<file path="src/rtl/imem_boot_loader.sv">
// Byte-stream boot loader: packs little-endian words into imem, then releases the core.
// Optional LOADER_CHECKSUM_EN adds a trailing 32-bit sum check (CHK) before DONE.
module imem_boot_loader #(
  parameter int ADDR_WIDTH = 8,
  parameter int CNT_WIDTH  = 32
) (
  input  logic                  clk,
  input  logic                  rst,
  input  logic [7:0]            in_byte,
  input  logic                  in_valid,
  output logic                  in_ready,
  output logic                  imem_we,
  output logic [ADDR_WIDTH-1:0] imem_addr,
  output logic [31:0]           imem_wdata,
  output logic                  core_rst_n,
  output logic                  load_done,
  output logic                  load_err,
  output logic [ADDR_WIDTH:0]   words_loaded
);

  typedef enum logic [2:0] {
    HDR, DATA, CHK, DONE, ERR
  } state_t;

  localparam logic [CNT_WIDTH:0] CAP =
    (CNT_WIDTH+1)'(1) << ADDR_WIDTH;
  localparam logic [ADDR_WIDTH:0] ONE =
    (ADDR_WIDTH+1)'(1);

  state_t                state;
  logic [1:0]            bidx;
  logic [23:0]           acc;
  logic [ADDR_WIDTH:0]   nwords;
  logic                  take;
  logic                  last;
  logic [CNT_WIDTH-1:0]  word;

  assign take = in_valid && in_ready;
  assign last = (bidx == 2'd3);
  assign word = {in_byte, acc};

`ifdef LOADER_CHECKSUM_EN
  logic [31:0] sum;

  // Running sum of data words for the trailing checksum
  always_ff @(posedge clk) begin
    if (rst) begin
      sum <= '0;
    end else if (state == DATA && take && last) begin
      sum <= sum + word;
    end
  end
`endif

  // Loader FSM with registered outputs
  always_ff @(posedge clk) begin
    if (rst) begin
      state        <= HDR;
      bidx         <= '0;
      acc          <= '0;
      nwords       <= '0;
      in_ready     <= 1'b0;
      imem_we      <= 1'b0;
      imem_addr    <= '0;
      imem_wdata   <= '0;
      core_rst_n   <= 1'b0;
      load_done    <= 1'b0;
      load_err     <= 1'b0;
      words_loaded <= '0;
    end else begin
      imem_we <= 1'b0;
      if (take) begin
        bidx <= bidx + 2'd1;
        acc  <= {in_byte, acc[23:8]};
      end
      unique case (state)
        HDR: begin
          in_ready <= 1'b1;
          if (take && last) begin
            if ({1'b0, word} > CAP) begin
              state    <= ERR;
              in_ready <= 1'b0;
              load_err <= 1'b1;
            end else if (word == '0) begin
`ifdef LOADER_CHECKSUM_EN
              state    <= CHK;
`else
              state    <= DONE;
              in_ready <= 1'b0;
`endif
            end else begin
              state  <= DATA;
              nwords <= word[ADDR_WIDTH:0];
            end
          end
        end
        DATA: begin
          if (take && last) begin
            imem_we      <= 1'b1;
            imem_addr    <= words_loaded[ADDR_WIDTH-1:0];
            imem_wdata   <= word;
            words_loaded <= words_loaded + ONE;
            if (words_loaded + ONE == nwords) begin
`ifdef LOADER_CHECKSUM_EN
              state    <= CHK;
`else
              state    <= DONE;
              in_ready <= 1'b0;
`endif
            end
          end
        end
        CHK: begin
`ifdef LOADER_CHECKSUM_EN
          if (take && last) begin
            in_ready <= 1'b0;
            if (word == sum) begin
              state <= DONE;
            end else begin
              state    <= ERR;
              load_err <= 1'b1;
            end
          end
`else
          state    <= ERR;
          in_ready <= 1'b0;
          load_err <= 1'b1;
`endif
        end
        DONE: begin
          in_ready   <= 1'b0;
          core_rst_n <= 1'b1;
          load_done  <= 1'b1;
        end
        ERR: begin
          in_ready   <= 1'b0;
          core_rst_n <= 1'b0;
          load_err   <= 1'b1;
        end
        default: begin
          state    <= ERR;
          in_ready <= 1'b0;
          load_err <= 1'b1;
        end
      endcase
    end
  end

endmodule

</file>
<file path="config.mk">
export PLATFORM = sky130hd
export DESIGN_NAME = imem_boot_loader
export DESIGN_NICKNAME = d
export VERILOG_FILES = /design/src/rtl/imem_boot_loader.sv
export SDC_FILE = /design/constraint.sdc
export NUM_CORES = 1
export LEC_CHECK = 0
export CAP_MARGIN = 30
export CORE_MARGIN = 2
export CORE_UTILIZATION = 58
export CTS_BUF_LIST = sky130_fd_sc_hd__clkbuf_8
export CTS_CLUSTER_SIZE = 8
export DETAILED_ROUTE_END_ITERATION = 10
export PLACE_DENSITY = 0.87
export SLEW_MARGIN = 25
export SYNTH_ARGS = -nofsm -noshare
export SYNTH_HDL_FRONTEND = slang
export SYNTH_SLANG_ARGS = --single-unit
export TNS_END_PERCENT = 1
</file>
<file path="constraint.sdc">
create_clock -name clk -period 3.7 [get_ports clk]
set_input_delay 0.925 -clock clk [delete_from_list [all_inputs] [get_ports clk]]
set_output_delay 0.925 -clock clk [all_outputs]
set_load 0.01 [all_outputs]
</file>
==> Word level (Yosys, flattened, before mapping) <==
Cells that the tools add are included.
{ "classes": {"n_addsub": 2, "multipliers": 0, "div": 0, "magnitude_cmp": 1, "n_eq_ne": 9, "n_shift": 0, "mux": 17, "n_bitwise": 5, "n_reduce_logical": 13} }
{ "op_table": {"columns": ["cell", "count"], "rows": [
  ["32-bit by 9-bit greater-than comparator with 1-bit output (second input constant)", 1],
  ["32-bit logical NOT", 1],
  ["3-bit two-way mux", 4],
  ["9-bit by 1-bit adder with 9-bit output (second input constant)", 1],
  ["9-bit equality test", 1],
  ["3-bit case mux with 3 select lines", 1],
  ["1-bit two-way mux", 8],
  ["2-bit != test (second input constant)", 4],
  ["4-bit AND reduction", 2],
  ["1-bit case mux with 2 select lines", 3],
  ["2-bit OR reduction", 3],
  ["1-bit NOT", 5],
  ["2-bit AND reduction", 2],
  ["3-bit by 1-bit equality test with 1-bit output (second input constant)", 1],
  ["3-bit by 2-bit equality test with 1-bit output (second input constant)", 1],
  ["3-bit equality test (second input constant)", 1],
  ["3-bit logical NOT", 1],
  ["3-bit AND reduction", 1],
  ["2-bit by 1-bit adder with 2-bit output (second input constant)", 1],
  ["2-bit equality test (second input constant)", 1],
  ["1-bit logical AND", 2],
  ["2-bit two-way mux", 1],
  ["2-bit nonzero test", 1]
]} }
{ "totals": {"register_bits": 92, "latchBits": 0, "ram_bits": 0, "rom_bits": 0, "inputBits": 11, "word_cells": 59, "n_memories": 0} }

==> Longest topological paths before layout <==
Gate-level depths: netlist of run 1.
{ "logic_depth": {"ltp_word": 5, "mapped_depth": 7, "mapped_depth_nobuf": 6} }

==> Worst setup path after synthesis of run 1 <==
No wires, ideal clock.
{ "synth_timing": {"path_kind": "input to register", "start": "input port in_byte[7]", "end": "register nwords[0]", "setup_time_ps": 128, "arrival_ps": 2089, "required_time_ps": 3572, "setup_slack_ps": 1484, "cell_stages": 6, "cell_sequence": "nor4_1 -> nand4_1 -> a2111oi_1 -> buf_4 -> mux2i_1 -> nor2_1"} }
{ "synth_via": {"elab_chain_cells": 3, "word_cells_on_any_way": 5} }
{ "synth_lines": {"columns": ["item", "line", "source"], "rows": [
  ["start, declared", "9", "input logic [7:0] in_byte,"],
  ["32-bit by 9-bit greater-than comparator with 1-bit output or 32-bit logical NOT (tied branches)", "80, 84", null],
  ["1-bit NOT (no source line)", null, null],
  ["4-bit AND reduction (no source line) *", null, null],
  ["end signal, assigned", "93", "nwords <= word[ADDR_WIDTH:0];"],
  ["end, declared", "33", "logic [ADDR_WIDTH:0] nwords;"]
]} }
Mark *: on every way between the ends. The rest lies on a longest branch, timed or not.
A chain may end at the register's enable or synchronous reset.

==> Worst setup path in the final report of run 1 <==
{ "layout_timing": {"start": "input port in_byte[7]", "end": "register nwords[3]"} }
Same word-level chain as after synthesis.

==> results of run 1 <==
==> tightest hold or removal path, stage by stage, from the launching register on <==
cell	delay, ns
dfxtp_1	0.32
nand2_1	0.05
a21oi_1	0.05
==> final cells by class <==
class                      instances  area, µm²
tap                               75       93.8
fill                             468       1500
inverter                           1       3.75
clock buffer                       9        124
timing repair buffer              71        701
clock inverter                     7       42.5
sequential                        92       1840
multi-input combinational        321       1650
==> worst paths after layout <==
kind,to,slack [ns],cells after the start,start
max,nwords[3],1.17,7,in_byte[7]
min,imem_wdata[25],0.46,2,imem_wdata[25]
max reg2reg,state[1],1.28,5,words_loaded[0]
min reg2reg,imem_wdata[25],0.46,2,imem_wdata[25]
==> sequential cells by signal, summed over array words and instances, names as in the netlist, 2 cells and up <==
name / count
acc: 24
words_loaded: 9
nwords: 9
imem_wdata: 32
bidx: 2
imem_addr: 8
state: 3
==> metal layers <==
layer | global-route usage | vias to the layer above | wire length [µm]
met5 | 0 | - | 0
met4 | 0.0909 | 0 | 151
met3 | 0.0417 | 15 | 511
met2 | 0.405 | 110 | 3960
met1 | 0.313 | 1487 | 3540
li1 | - | 1581 | -
==> synthesized netlist by cell type (all sizes together) <==
| library cell | number |
|---|---|
| nand2 | 141 |
| dfxtp | 92 |
| a21oi | 69 |
| nor2 | 26 |
| clkbuf | 23 |
| xnor2 | 13 |
| mux2i | 9 |
| nor3 | 9 |
| xor2 | 8 |
| nand3 | 7 |
| nor4 | 7 |
| buf | 6 |
| a31oi | 3 |
| and3 | 3 |
| a2111oi | 2 |
| and2 | 2 |
| ha | 2 |
| nand4 | 2 |
| nor3b | 2 |
| o21ai | 2 |
| a2111o | 1 |
| a211o | 1 |
| a211oi | 1 |
| a21o | 1 |
| a311oi | 1 |
| and3b | 1 |
| and4 | 1 |
| inv | 1 |
| nand2b | 1 |
| nand3b | 1 |
| nor2b | 1 |
| o21a | 1 |
| o2bb2ai | 1 |
| o311ai | 1 |
| or4 | 1 |
==> cells by family after synthesis <==
family | share of synthesized area
AOI/OAI and AO/OA | 0.130
xor gates and xnor gates | 0.0511
adders and majority gates | 0.00695
buffers and inverters | 0.0347
DFF | 0.511
muxes | 0.0250
and+or+nand+nor | 0.241
==> through the flow <==
stage / utilization / std cells / hold slack, ns
floorplan: - / 443 / 0.440
global placement: 0.720 / 560 / 0.437
detailed placement: 0.720 / 560 / 0.448
CTS: 0.748 / 576 / 0.459
global route: 0.748 / 576 / 0.472
finish: 0.748 / 576 / 0.456
==> power breakdown <==
part	total [mW]	leakage [nW]	internal (mW)	switching, mW
clock	0.581	0.0866	0.240	0.340
combinational	0.0610	0.638	0.0226	0.0384
sequential	1.01	0.742	0.997	0.00951
==> out/qor.yml, run 1 <==
status: "finished clean"
grt_pass1_vias: 2976
grt_max_degree: 55
dieArea_mm2: 0.00686
timing.final.ws_setup_ns: 1.17
p_per_area_mw_per_mm2: 370
gp_congestion: 0.874
synth_cell_types: 42
hold_viol: 0
ant_nets: 0
avgSynthCellArea_um2: 8.13
synth_top_area_frac: 0.511
end_kind: "register"
core_area_mm2: 0.00596
worstPathRequired_ns: 3.95
overflow: 0
start_util: 0.605
timing.slew.headroom: 0.430
finalNetCount: 509
vias: 3193
ys_ff_latch: 92
synthToLayoutAreaGrowth_pct: 23.6
synth_area_mm2: 0.00360
postSynthNetCount: 456
drc_errors: 0
final_common_cell: "nand2_1"
post-dp-hpwl_um: 5640
cpMaxStageDelayCell: "clkdlybuf4s50_1"
ctsResizeCount: 0
synth_top_cell_by_area: "dfxtp_1"
p_leak_nw: 1.47
ctsHoldBuffers: 0
chipHeight_um: 82.8
period_needed_ns: 2.53
clock_latency_ns: 0.36
cts_made_buffers: 9
antenna_found_initial: 0
critPathMaxFanout: 9
rsz0062_at_grt: "no"
setup_viol: 0
dpl_worst_slack_ns: 0.807
crit_family: "buffers and inverters"
path_class: "in2reg"
ys_seq_area_frac: 0.511
drive_gt1_frac: 0.0579
finalCritPeriodShare: 0.683
root_buffer: "clkbuf_8"
vdd_ir_drop_max_mv: 0.268
drt-total-wl_um: 8170
yosys_warnings: 0
grt_use_total: 0.242
critPathLaunchType: "input port"
timing.fmax_mhz: 396
placed_area_mm2: 0.00429
grt_pass1_wl_um: 13800
dr.pass1.iters: 4
wire_per_inst_um: 14.2
critPathBufInv: 2
pin_count: 65
hp-class: "reg2reg"
cts_tree: "yes"
drv_cap: 0
h-tree-depth: 3
cts_buffer_depth: 2
cts_post_setup_buffers_inserted: 0
tightest_slew_ns: 0.853
power_mw: 1.65
synth.area.top_cells: "dfxtp_1, nand2_1, a21oi_1"
core.rowCount: 28
vias_per_cell: 5.54
cts.clk_slew.worst_paths_ns: 0.08
crit_path_max_incr_delay_ns: 0.45
finalSetupTns_ns: 0
mostFrequentLayoutCells: "nand2_1, dfxtp_1, a21oi_1"
first_iter_violations: 177
skew_ns: 0.0116
cts.sinks: 92
port_buffers: 64
worst-endpoint-arrival_ns: 2.77
final_cell_area_mm2: 0.00445
crit_chain: "clkdlybuf4s50_1, nor4_1, nand4_1, a2111oi_2, buf_4, mux2i_1, nor2_1"
antenna_cells: 0
final-max-slew-violation-count: 0
die_w_um: 82.8
syn_inst: 443
No activity file was read; power rests on OpenSTA's default activity.
==> inputs of run 2 (changes only) <==
- CORE_UTILIZATION: 58 -> 54
- PLACE_DENSITY: 0.87 -> 0.82
- clock period: 3.7 -> 2.54 ns (I/O delays scaled with it)
==> run 2 against run 1 <==
Net effect:
- hold slack worse by 0.0064 ns
- clock power is 69% higher
- critical path depth stayed put
- flip-flop and latch count stayed put
- die area is 7.1% higher
- power is 54% higher
- first-iteration DRC count is 11% lower
==> out/qor.yml, run 2 (synthesis results as in run 1) <==
chipHeight_um: 85.7  # +3.5%
grt_max_degree: 50  # -9.1%
r2r-start: "acc[4]"
overflow: 0  # unchanged
status: "finished clean"
seq_area_mm2: 0.00184  # unchanged
dp.cells: 570  # +1.8%
antenna_found_initial: 0  # unchanged
die_w_um: 85.7  # +3.5%
pin_count: 65  # unchanged
p_per_area_mw_per_mm2: 560  # +51%
timing.slew.headroom: 0.541  # +0.111
finalNetCount: 517  # +1.6%
synthToLayoutAreaGrowth_pct: 25.9
final_common_cell: "nand2_1"
vias_per_cell: 5.42  # -2.2%
dieArea_mm2: 0.00734  # +7.1%
cts_post_setup_buffers_inserted: 0  # unchanged
wire_per_inst_um: 13.7  # -3.4%
cts.sinks: 92  # unchanged
skew_ns: 0.0128  # +0.00128 ns
ctsHoldBuffers: 0  # unchanged
rsz0062_at_grt: "no"
p_leak_nw: 1.51  # +3.2%
root_buffer: "clkbuf_8"
critPathLaunchType: "input port"
post-dp-hpwl_um: 5630  # about the same
finalCritPeriodShare: 0.888
final-max-slew-violation-count: 0  # unchanged
timing.fmax_mhz: 444
cts.clk_slew.worst_paths_ns: 0.09  # about the same
worstPathRequired_ns: 2.77  # -1.18 ns
finalSetupTns_ns: 0  # unchanged
drv_cap: 0  # unchanged
period_needed_ns: 2.25
utilization: 0.710  # -0.0377
final_cell_area_mm2: 0.00453  # +1.8%
ant_nets: 0  # unchanged
mostFrequentLayoutCells: "nand2_1, dfxtp_1, a21oi_1"
core.rowCount: 29  # +3.6%
port_buffers: 64  # unchanged
cts_made_buffers: 9  # unchanged
drt-total-wl_um: 8030  # -1.7%
setup_viol: 0  # unchanged
vias: 3177  # -0.50%
hp-class: "reg2reg"
worst-endpoint-arrival_ns: 2.48  # -0.29 ns
path_class: "in2reg"
drc_errors: 0  # unchanged
worstHoldStart: "load_err"
h-tree-depth: 3  # unchanged
critPathMaxFanout: 9  # unchanged
placed_area_mm2: 0.00434  # +1.2%
tightest_slew_ns: 0.683  # -0.171 ns
instances_no_fill: 586  # +1.7%
multi_input_area_mm2: 0.00165  # unchanged
finalHoldWorstSlack_ns: 0.450  # -0.00639 ns
grt_pass1_wl_um: 13500  # -1.7%
end_kind: "register"
antenna_cells: 0  # unchanged
n_fill_cell: 514  # +9.8%
cts_tree: "yes"
first_iter_violations: 158  # -11%
vdd_ir_drop_max_mv: 0.417  # +56%
largest_register_ffs: 32  # unchanged
clock_latency_ns: 0.36  # about the same
start_util: 0.564  # -0.0408
reg_top3: "imem_wdata x32, acc x24"
drive_gt1_frac: 0.0747  # +0.0168
hold_viol: 0  # unchanged
grt_pass1_vias: 2959  # -0.57%
gp_congestion: 0.860  # -1.6%
cp-startpoint: "in_byte[7]"
cts_buffer_depth: 2  # unchanged
largest-register: "imem_wdata"
grt_use_total: 0.230  # -0.0123
ctsResizeCount: 0  # unchanged
core_area_mm2: 0.00639  # +7.2%
dr.pass1.iters: 4  # unchanged
[run 2: final timing paths]
path | end | slack, ns | cells past startpoint
setup / recovery | nwords[1] | 0.29 | 7
hold / removal | load_err | 0.45 | 2
setup reg to reg | nwords[1] | 0.32 | 6
hold reg to reg | load_err | 0.45 | 2
[run 2: layout make-up]
cell class,instances,share of cell area
tap,77,0.0212
clock inverter,7,0.0163
sequential,92,0.406
clock buffer,9,0.0273
multi-input combinational,321,0.363
timing repair buffer,79,0.165
inverter,1,0.000828
[run 2: power breakdown]
part | switching (mW) | leakage [nW] | internal, mW
clock | 0.524 | 0.100 | 0.460
combinational | 0.0566 | 0.672 | 0.0343
sequential | 0.0135 | 0.742 | 1.45
[run 2: layer usage]
layer	global-route usage	vias up	wire length (µm)	share of wire
li1	-	1603	-	-
met4	0.105	0	182	0.023
met2	0.378	94	3790	0.47
met3	0.0443	19	460	0.057
met5	0	-	0	0
met1	0.292	1461	3600	0.45
[run 2: metrics by stage]
step	total power, mW	setup WS [ns]
after floorplan	1.55	0.347
after global placement	1.59	0.0609
after detailed placement	1.59	-0.00996
after CTS	2.55	0.270
after global routing	2.63	0.106
final	2.54	0.286
[run 2: critical path, cell delays in order]
cell and delay, ns:
clkdlybuf4s50_1 0.45, nor4_1 0.30, nand4_1 0.24, a2111oi_2 0.32, buf_4 0.25, mux2i_1 0.23
nor2_1 0.06
==> inputs of run 3 (changes only) <==
- ABC_AREA: default -> 1
- PLACE_DENSITY: 0.82 -> 0.81
- SLEW_MARGIN: 25 -> 20
==> run 3 against run 2 <==
Net effect:
- clock skew shrank 0.0017 ns
- highest routed layer unchanged
- non-clock buffer count shrank 8
- global-route usage increased by 1.1 points
- power is 28% higher
- first-iteration DRC count grew 31%
- via count is 5.4% higher
- largest cell class unchanged
- routed wire length is 5.5% higher
- design area up 1.9%
- largest power group unchanged
- sequential power grew 12%
- clock power rose by 1%
==> out/qor.yml, run 3 <==
timing.fmax_mhz: 495  # +12%
ctsHoldBuffers: 0  # unchanged
synth_most_common_cell: "dfxtp_1"
grt_use_total: 0.240  # +0.0108
overflow: 0  # unchanged
synthTopCellsByCount: "dfxtp_1, nor2_1, o21ai_0"
n_fill_cell: 554  # +7.8%
finalSetupTns_ns: 0  # unchanged
async_reset_ff_frac: 0  # unchanged
cp-startpoint: "words_loaded[2]"
antenna_found_initial: 0  # unchanged
largest-register: "imem_wdata"
drive_gt1_frac: 0.0736  # -0.00105
synth_top_cell_by_area: "dfxtp_1"
ctsResizeCount: 0  # unchanged
first_iter_violations: 207  # +31%
vdd_ir_drop_max_mv: 0.421  # +0.97%
p_leak_nw: 1.78  # +18%
drc_errors: 0  # unchanged
finalCritPeriodShare: 0.796  # -0.0918
clock_latency_ns: 0.36  # about the same
wire_per_inst_um: 13.3  # -2.9%
p_per_area_mw_per_mm2: 705  # +26%
port_buffers: 64  # unchanged
crit_family: "buffers and inverters"
synth_flop_cell: "dfxtp_1"
die_w_um: 87.0  # +1.5%
end_kind: "output pin"
final-max-slew-violation-count: 0  # unchanged
dieArea_mm2: 0.00757  # +3.1%
vias_per_cell: 5.25  # -3.1%
core.rowCount: 30  # +3.4%
yosys_warnings: 0  # unchanged
pin_count: 65  # unchanged
r2r-end: "state[0]"
synth_top_area_frac: 0.495  # -0.0162
tightest_slew_ns: 0.386  # -0.296 ns
path_class: "reg2out"
ff2ff_setup_slack_ns: 0.73  # +0.41 ns
cts.sinks: 92  # unchanged
critPathLaunchType: "register"
post-dp-hpwl_um: 5970  # +5.9%
mostFrequentLayoutCells: "dfxtp_1, nor2_1, o21ai_0"
synth_area_mm2: 0.00372  # +3.3%
r2r-start: "words_loaded[0]"
power_mw: 3.26  # +28%
grt_pass1_vias: 3215  # +8.7%
gp_congestion: 0.852  # -0.91%
crit_chain: "clkdlybuf4s50_1"
final_common_cell: "dfxtp_1"
rr_worst_depth: 11  # +5
ant_nets: 0  # unchanged
timing.slew.headroom: 0.742  # +0.202
critPathMaxFanout: 6  # -3
syn_inst: 493  # +11%
hold_viol: 0  # unchanged
vias: 3347  # +5.4%
crit_path_max_incr_delay_ns: 0.58  # +0.13 ns
h-tree-depth: 3  # unchanged
period_needed_ns: 2.02  # -0.233 ns
synth-edff-count: 0  # unchanged
rsz0062_at_grt: "no"
drt-total-wl_um: 8470  # +5.5%
cts.clk_slew.worst_paths_ns: 0.09  # about the same
grt_max_degree: 64  # +28%
avgSynthCellArea_um2: 7.55  # -7.2%
ys_ff_latch: 92  # unchanged
postSynthNetCount: 506  # +11%
largest_register_ffs: 32  # unchanged
chipHeight_um: 87.0  # +1.5%
worstPathRequired_ns: 1.90  # -0.87 ns
synth_cell_types: 28  # -33%
hp-class: "reg2reg"
dr.pass1.iters: 4  # unchanged
endpoint: "words_loaded[2]"
cts_made_buffers: 9  # unchanged
ys_seq_area_frac: 0.495  # -0.0162
synthToLayoutAreaGrowth_pct: 24.2
cpMaxStageDelayCell: "clkdlybuf4s50_1"
drv_cap: 0  # unchanged
worst-endpoint-arrival_ns: 1.39  # -1.09 ns
cts_buffer_depth: 2  # unchanged
critPathBufInv: 1  # -1
reg_top3: "imem_wdata x32, acc x24"
setup_viol: 0  # unchanged
cts_post_setup_buffers_inserted: 0  # unchanged
core_area_mm2: 0.00672  # +5.2%
skew_ns: 0.0111  # -0.00170 ns
antenna_cells: 0  # unchanged
status: "finished clean"
root_buffer: "clkbuf_8"
finalNetCount: 565  # +9.3%
whs_path_depth: 2  # unchanged
worstHoldStart: "load_err"
grt_pass1_wl_um: 14400  # +6.5%
start_util: 0.554  # -0.0104
cp_num_cells: 1  # -6
synth.area.top_cells: "dfxtp_1, o21ai_0, nor2_1"
cts_tree: "yes"
run 3: changes by cell type after synthesis, sizes merged, moves of 9 or more:
cell / before / now
a21oi: 69 / 59
xnor2: 13 / 0
o21ai: 2 / 82
clkbuf: 23 / 14
mux2i: 9 / 0
nand2: 141 / 54
inv: 1 / 52
nor2: 26 / 89
nand3: 7 / 24
run 3: power breakdown:
part | switching, mW | total [mW] | internal, mW
Combinational | 0.390 | 0.613 | 0.223
Sequential | 0.0873 | 1.65 | 1.56
Clock | 0.516 | 0.996 | 0.480
run 3: worst min path at each step:
stage,to
floorplan,bidx[1]
global placement,load_err
detailed placement,load_err
CTS,load_err
global route,load_err
finish,load_err
run 3: kinds of logic after synthesis:
family                   count (synthesis)  share of synthesized area
AND/OR/NAND/NOR                        177                      0.216
XOR/XNOR                                 1                    0.00235
adder cells (fa/ha/maj)                  2                    0.00673
buffers and inverters                   77                     0.0844
AO/OA/AOI/OAI                          144                      0.196
flip-flops                              92                      0.495
run 3: per-layer routing:
layer  vias up  share of wire  global-route usage
met4         0          0.021              0.0980
li1       1727              -                   -
met3        19          0.043              0.0550
met5         -              0                   0
met1      1518           0.46               0.302
met2        83           0.48               0.398
run 3: cell type report:
cell class,instances,area [µm²],area share
sequential,92,1840,0.399
clock inverter,6,63.8,0.0138
tap,80,100,0.0217
timing repair buffer,71,706,0.153
clock buffer,10,138,0.0298
multi-input combinational,324,1560,0.338
inverter,54,208,0.0449
run 3: metrics by stage:
| stage | utilization | instances | hold slack (ns) | area, µm² | setup WS (ns) |
|---|---|---|---|---|---|
| 2_1_floorplan | - | 493 | 0.459 | 3720 | 0.827 |
| 3_3_place_gp | 0.658 | 621 | 0.446 | 4420 | 0.217 |
| 3_5_place_dp | 0.658 | 621 | 0.453 | 4420 | 0.164 |
| 4_1_cts | 0.688 | 637 | 0.466 | 4620 | 0.510 |
| 5_1_grt | 0.688 | 637 | 0.481 | 4620 | 0.325 |
| 6_report | 0.688 | 637 | 0.463 | 4620 | 0.519 |
